$ cat src/rtl/fifo_rd_packer.sv
// fifo_rd_packer: drains a byte FIFO read port and packs BYTES consecutive
//   entries into one DATA_W*BYTES word, presented on a valid/ready stream.
// Latency: a byte lands one cycle after its read; a full word reaches the
//   output one cycle after its last byte lands (one bubble per word).
// Backpressure: a full assembly word with a busy output slot stalls FIFO reads.
//   Buffering is one assembly word plus one output word, and no byte is dropped.
//
// Ports:
//   clk, rst             clock; asynchronous active-low reset (0 = in reset)
//   fifo_empty           FIFO empty flag
//   fifo_rd_en           FIFO read strobe, never high while fifo_empty=1
//   fifo_data            FIFO data_out, valid one cycle after an accepted read
//   out_data/out_valid   packed word stream, first byte in the low lane
//   out_ready            consumer accepts the word
//   words_out            count of completed output handshakes (wraps)
// Optional build macro PACK_FLUSH_EN adds:
//   flush                pulse: emit the partial word once in-flight data has landed
//   out_bytes            number of valid lanes in out_data (BYTES for full words).
//                        It is 3 bits wide, so with BYTES=8 a full word reads 0.
module fifo_rd_packer #(
  parameter int DATA_W = 8,
  parameter int BYTES  = 4,
  parameter int CNT_W  = 16
) (
  input  logic                      clk,
  input  logic                      rst,
  input  logic                      fifo_empty,
  output logic                      fifo_rd_en,
  input  logic [DATA_W-1:0]         fifo_data,
  output logic [DATA_W*BYTES-1:0]   out_data,
  output logic                      out_valid,
  input  logic                      out_ready,
  output logic [CNT_W-1:0]          words_out
`ifdef PACK_FLUSH_EN
  ,
  input  logic                      flush,
  output logic [2:0]                out_bytes
`endif
);

  localparam int            CW     = $clog2(BYTES + 1);
  localparam int            WW     = DATA_W * BYTES;
  localparam logic [CW-1:0] FULL   = CW'(BYTES);
  localparam logic [CW:0]   FULL_X = (CW + 1)'(BYTES);

  logic [CW-1:0] cnt;        // bytes already landed in the assembly register
  logic          infl;       // a read was accepted last cycle; its byte lands now
  logic [WW-1:0] asm_q;      // assembly register
  logic [CW:0]   occ;
  logic [CW-1:0] lane;
  logic [WW-1:0] load_word;
  logic          slot_free;
  logic          xfer;
  logic          flush_emit;
  logic          load;
  logic          rd_block;
  logic          rd_ok;

  assign slot_free = !out_valid || out_ready;
  assign xfer      = (cnt == FULL) && slot_free;
  // Count the in-flight byte as occupied so a read is never issued without
  // a lane to land in.
  assign occ       = {1'b0, cnt} + {{CW{1'b0}}, infl};
  assign rd_ok     = (occ < FULL_X) || xfer;

`ifdef PACK_FLUSH_EN
  logic flush_pend;

  // Reads stop from the flush pulse onward so the partial word cannot grow.
  assign rd_block   = flush || flush_pend;
  // A full word is handled by the normal xfer path.
  assign flush_emit = flush_pend && !infl && (cnt != '0) && (cnt != FULL) && slot_free;
`else
  assign rd_block   = 1'b0;
  assign flush_emit = 1'b0;
`endif

  assign load       = xfer || flush_emit;
  assign fifo_rd_en = rst && !fifo_empty && !rd_block && rd_ok;

  // A byte landing in the same cycle as a word load starts the next word.
  assign lane = load ? '0 : cnt;

  // Lanes at or above cnt are stale, so zero them. For a full word none are.
  always_comb begin
    load_word = asm_q;
    for (int i = 0; i < BYTES; i++) begin
      if (i >= int'(cnt)) begin
        load_word[i*DATA_W +: DATA_W] = '0;
      end
    end
  end

  always_ff @(posedge clk or negedge rst) begin
    if (!rst) begin
      cnt       <= '0;
      infl      <= 1'b0;
      asm_q     <= '0;
      out_data  <= '0;
      out_valid <= 1'b0;
      words_out <= '0;
    end else begin
      infl <= fifo_rd_en;

      if (infl) begin
        for (int i = 0; i < BYTES; i++) begin
          if (i == int'(lane)) begin
            asm_q[i*DATA_W +: DATA_W] <= fifo_data;
          end
        end
      end

      if (load) begin
        cnt <= infl ? CW'(1) : '0;
      end else if (infl) begin
        cnt <= cnt + CW'(1);
      end

      if (load) begin
        out_data  <= load_word;
        out_valid <= 1'b1;
      end else if (out_ready) begin
        out_valid <= 1'b0;
      end

      if (out_valid && out_ready) begin
        words_out <= words_out + CNT_W'(1);
      end
    end
  end

`ifdef PACK_FLUSH_EN
  always_ff @(posedge clk or negedge rst) begin
    if (!rst) begin
      flush_pend <= 1'b0;
      out_bytes  <= '0;
    end else begin
      // An empty assembly register with nothing in flight ends the flush quietly.
      if (flush) begin
        flush_pend <= 1'b1;
      end else if (flush_emit || (!infl && (cnt == '0))) begin
        flush_pend <= 1'b0;
      end

      if (xfer) begin
        out_bytes <= 3'(BYTES);
      end else if (flush_emit) begin
        out_bytes <= 3'(cnt);
      end
    end
  end
`endif

endmodule

$ cat config.mk
export PLATFORM = sky130hd
export DESIGN_NAME = fifo_rd_packer
export DESIGN_NICKNAME = d
export VERILOG_FILES = /design/src/rtl/fifo_rd_packer.sv
export SDC_FILE = /design/constraint.sdc
export NUM_CORES = 1
export LEC_CHECK = 0
export BUFFER_PORTS_ARGS = -buffer_cell sky130_fd_sc_hd__buf_2
export CAP_MARGIN = 20
export CELL_PAD_IN_SITES_DETAIL_PLACEMENT = 0
export CELL_PAD_IN_SITES_GLOBAL_PLACEMENT = 2
export CORE_AREA = 2 2 122 101
export CTS_CLUSTER_DIAMETER = 40
export CTS_CLUSTER_SIZE = 10
export DETAILED_ROUTE_END_ITERATION = 8
export DIE_AREA = 0 0 124 103
export PLACE_DENSITY_LB_ADDON = 0.15
export SETUP_SLACK_MARGIN = 0.5
export SYNTH_ARGS = -nofsm -noshare
export SYNTH_HDL_FRONTEND = slang
export SYNTH_SLANG_ARGS = --single-unit
export TNS_END_PERCENT = 10
$ cat constraint.sdc
create_clock -name clk -period 3.4 [get_ports clk]
set_clock_uncertainty 0.15 [all_clocks]
set_input_delay 0.68 -clock clk [delete_from_list [all_inputs] [get_ports clk]]
set_output_delay 0.68 -clock clk [all_outputs]
set_load 0.01 [all_outputs]
==> summary.txt <==
POWER
----------------------------------------------------------------------------------------
Power density cells ....................................................... 856.7 nW/um^2
Lkg Pwr ...................................................................  0.002116 uW
Maximum VDD drop ..........................................................    0.2761 mV

WORST SETUP PATH
----------------------------------------------------------------------------------------
Data arrival time at the worst-slack endpoint .............................      1830 ps
Kind of launch point of the worst setup path ..............................     register
Cell-by-cell listing of the critical path ................................. inv_2 > ha_1 > nand2_1 > nor2b_2 > nor2_1 > nor3b_1 > buf_2
Max incr delay on CP ......................................................       480 ps
Worst Path Class, Setup ................................................... register to output pin
Slowest library cell on the worst path ....................................      dfrtp_1
Worst endpoint required time ..............................................      2570 ps
FF-to-FF setup slack ......................................................      1170 ps
Type of element capturing the critical path ...............................   output pin
Worst reg2reg endpoint ....................................................     asm_q[4]
Maximum fanout along the worst path .......................................            7
Depth of the worst register-to-register path ..............................            7
Startpoint of the worst-slack reg-to-reg timing path ......................       cnt[0]

HOLD PATH
----------------------------------------------------------------------------------------
Worst min-delay path category ............................................. input port to async pin

DRT
----------------------------------------------------------------------------------------
DRC marker count from the first detailed-route iteration ..................           92
Mean number of vias per cell ..............................................        4.304
WL final ..................................................................      7348 um
Number of vias in the routed layout .......................................         2212
Residual DRC ..............................................................            0
ANT nets after route ......................................................            0
Number of search-and-repair iterations in the first detailed-routing pass .            4
Wirelength per Cell .......................................................     14.30 um

LAYOUT
----------------------------------------------------------------------------------------
Fill cell instance count of the final layout ..............................         1228
Utilization after layout ..................................................       0.3549
Relative area change from synthesis to final layout .......................       22.31%
Post-layout instance count excluding filler cells .........................          514
Number of diodes ..........................................................            0
Nets@finish ...............................................................          372
Ratio of cells with drive above 1 in the final layout .....................       0.3287

SYNTHESIS
----------------------------------------------------------------------------------------
Part of the Yosys area used for sequential elements .......................       0.6259
Post-synthesis instance total .............................................          293
Mapped Area ...............................................................    3398 um^2
Mean instance size in the synthesized netlist .............................   11.60 um^2
Synth unique cells ........................................................           27
Number of synthesized register bits .......................................           85
Synthesized net count .....................................................          308
Number of warning messages in the yosys log ...............................            0

GLOBAL ROUTE
----------------------------------------------------------------------------------------
Global-route wire length before repair ....................................     11970 um
Via count of the first global-routing pass ................................         2226
Total global-route track usage ............................................       0.1264
Grt ovf ...................................................................            0
Initial antenna violation count ...........................................            0
Maximum number of pins on one net before global-route repair ..............           54

TIMING
----------------------------------------------------------------------------------------
Hold WS ...................................................................     135.8 ps
Relative slew slack .......................................................       0.5578
Fin worst setup slack .....................................................     743.9 ps
Number of failing hold endpoints at the final stage .......................            0
Final setup violating endpoints ...........................................            0
Shortest clock period the worst path allows after layout ..................      2656 ps
Setup repair after global routing missed its margin .......................        false
Final clock period utilization by the worst path ..........................       0.7812
Achievable Freq ...........................................................   0.3765 GHz
Transition time at the pin with the least slew margin .....................     663.3 ps
Setup_tns .................................................................         0 ps
Final Slew Violations .....................................................            0

CLOCK TREE
----------------------------------------------------------------------------------------
Post-CTS Resized ..........................................................            0
Total clock buffers created by CTS ........................................            9
Clock Root Buffer .........................................................    clkbuf_16
Maximum number of buffers from clock root to sink .........................            2
H-tree depth ..............................................................            3
Post-CTS Hold Fix Bufs ....................................................            0
Postcts setup bufs ........................................................            0
Clock sink total ..........................................................           85
Later-pin clock latency in the skew report ................................       330 ps
Clock tree from TritonCTS .................................................         done
CTS clock-pin slew for the worst setup and hold paths .....................        60 ps

DIE
----------------------------------------------------------------------------------------
Boundary pin count ........................................................           62
Row Count .................................................................           36
Floorplan die width .......................................................       124 um
Die height ................................................................       103 um
Area of the die ...........................................................   12770 um^2
Initial standard-cell utilization of the core .............................       0.2902
Placeable core region .....................................................   11710 um^2

PLACED DESIGN
----------------------------------------------------------------------------------------
Instance count after placement with tap cells included ....................          498
Number of port buffers ....................................................           61
HPWL after detailed placement .............................................      4936 um
Final GP Congestion .......................................................       0.7253
Setup slack after placement ...............................................     979.1 ps

RUN STATUS
----------------------------------------------------------------------------------------
Outcome ................................................................... finished, final reports clean

RUN
----------------------------------------------------------------------------------------
MaxCap Viol Count .........................................................            0

-- area by class of cell --
| cell class | count | area [um^2] | area share |
|---|---|---|---|
| clock buffer | 12 | 256.5 | 0.06171 |
| clock inverter | 4 | 32.53 | 0.007827 |
| inverter | 4 | 15.01 | 0.003612 |
| multi-input combinational | 193 | 1205 | 0.2899 |
| sequential | 85 | 2127 | 0.5117 |
| tap | 152 | 190.2 | 0.04576 |
| timing repair buffer | 64 | 330.3 | 0.07947 |
-- synth_stat cells (all sizes together) --
cell type	count	area share
nor4	1	0.0018
or2	1	0.0018
mux2i	1	0.0029
nand2	97	0.11
nor2b	1	0.0018
xnor2	9	0.023
mux2	33	0.11
clkbuf	3	0.0033
nand4	5	0.0092
ha	3	0.011
nand4b	1	0.0026
dfrtp	85	0.63
inv	4	0.0044
nor3b	1	0.0022
a31oi	1	0.0018
nand3	13	0.019
o21ai	1	0.0048
nor4b	2	0.014
nand2b	1	0.0018
and3	2	0.0037
nor3	2	0.0029
buf	8	0.013
nor2	10	0.012
xor2	8	0.021
-- cell usage in the layout (no fill, tap or decap), types with 3 or more instances in the layout --
cell type   n
buf_2      60
buf_4       4
clkbuf_16   9
dfrtp_1    85
ha_1        3
mux2_2     33
nand2_1    97
nand3_1    13
nand4_1     5
nor2_1      9
xnor2_1     9
xor2_1      8
-- worst max-delay path by stage --
stage,endpoint,from,slack [ps],depth (start not counted)
floorplan,fifo_rd_en,out_ready,1060,5
global placement,fifo_rd_en,rst,1000,3
detailed placement,fifo_rd_en,out_ready,980,6
CTS,fifo_rd_en,cnt[0],710,7
global route,fifo_rd_en,cnt[0],570,7
finish,fifo_rd_en,cnt[0],740,7
-- flip-flops by register name, summed over array words and instances, names as in the netlist --
| signal | cells |
|---|---|
| out_valid | 1 |
| out_data | 32 |
| words_out | 16 |
| asm_q | 32 |
| cnt | 3 |
| infl | 1 |
-- metal layers --
metal | GRT usage | share of wire
met5 | 0 | 0
met4 | 0.04927 | 0.013
met3 | 0.03650 | 0.046
met2 | 0.1817 | 0.43
met1 | 0.1800 | 0.51
-- cell families after synthesis --
group,after synthesis,synth area share
AOI/OAI and AO/OA,2,0.006630
xor gates and xnor gates,17,0.04382
adders and majority gates,3,0.01105
buffers and inverters,15,0.02025
DFF,85,0.6259
muxes,34,0.1123
and+or+nand+nor,137,0.1801
-- power by group --
| group | switching [uW] | leakage, uW | internal [uW] |
|---|---|---|---|
| Clock | 395 | 0.000135 | 538 |
| Combinational | 511 | 0.000909 | 455 |
| Sequential | 252 | 0.00107 | 1410 |
| Total | 1160 | 0.00212 | 2400 |
-- worst max-delay path: cells and delay by family (launching register included) --
| kind | cells | cell delay (ps) |
|---|---|---|
| and+or+nand+nor | 4 | 540 |
| adders and majority gates | 1 | 170 |
| DFF | 1 | 480 |
| buffers and inverters | 2 | 300 |
-- through the flow --
stage / area (um^2) / total power, uW
finish: 4156 / 3561
global route: 4156 / 3841
CTS: 4156 / 3627
detailed placement: 3867 / 2675
global placement: 3867 / 2657
floorplan: 3398 / 2307
Power figures use the tool's default switching activity.
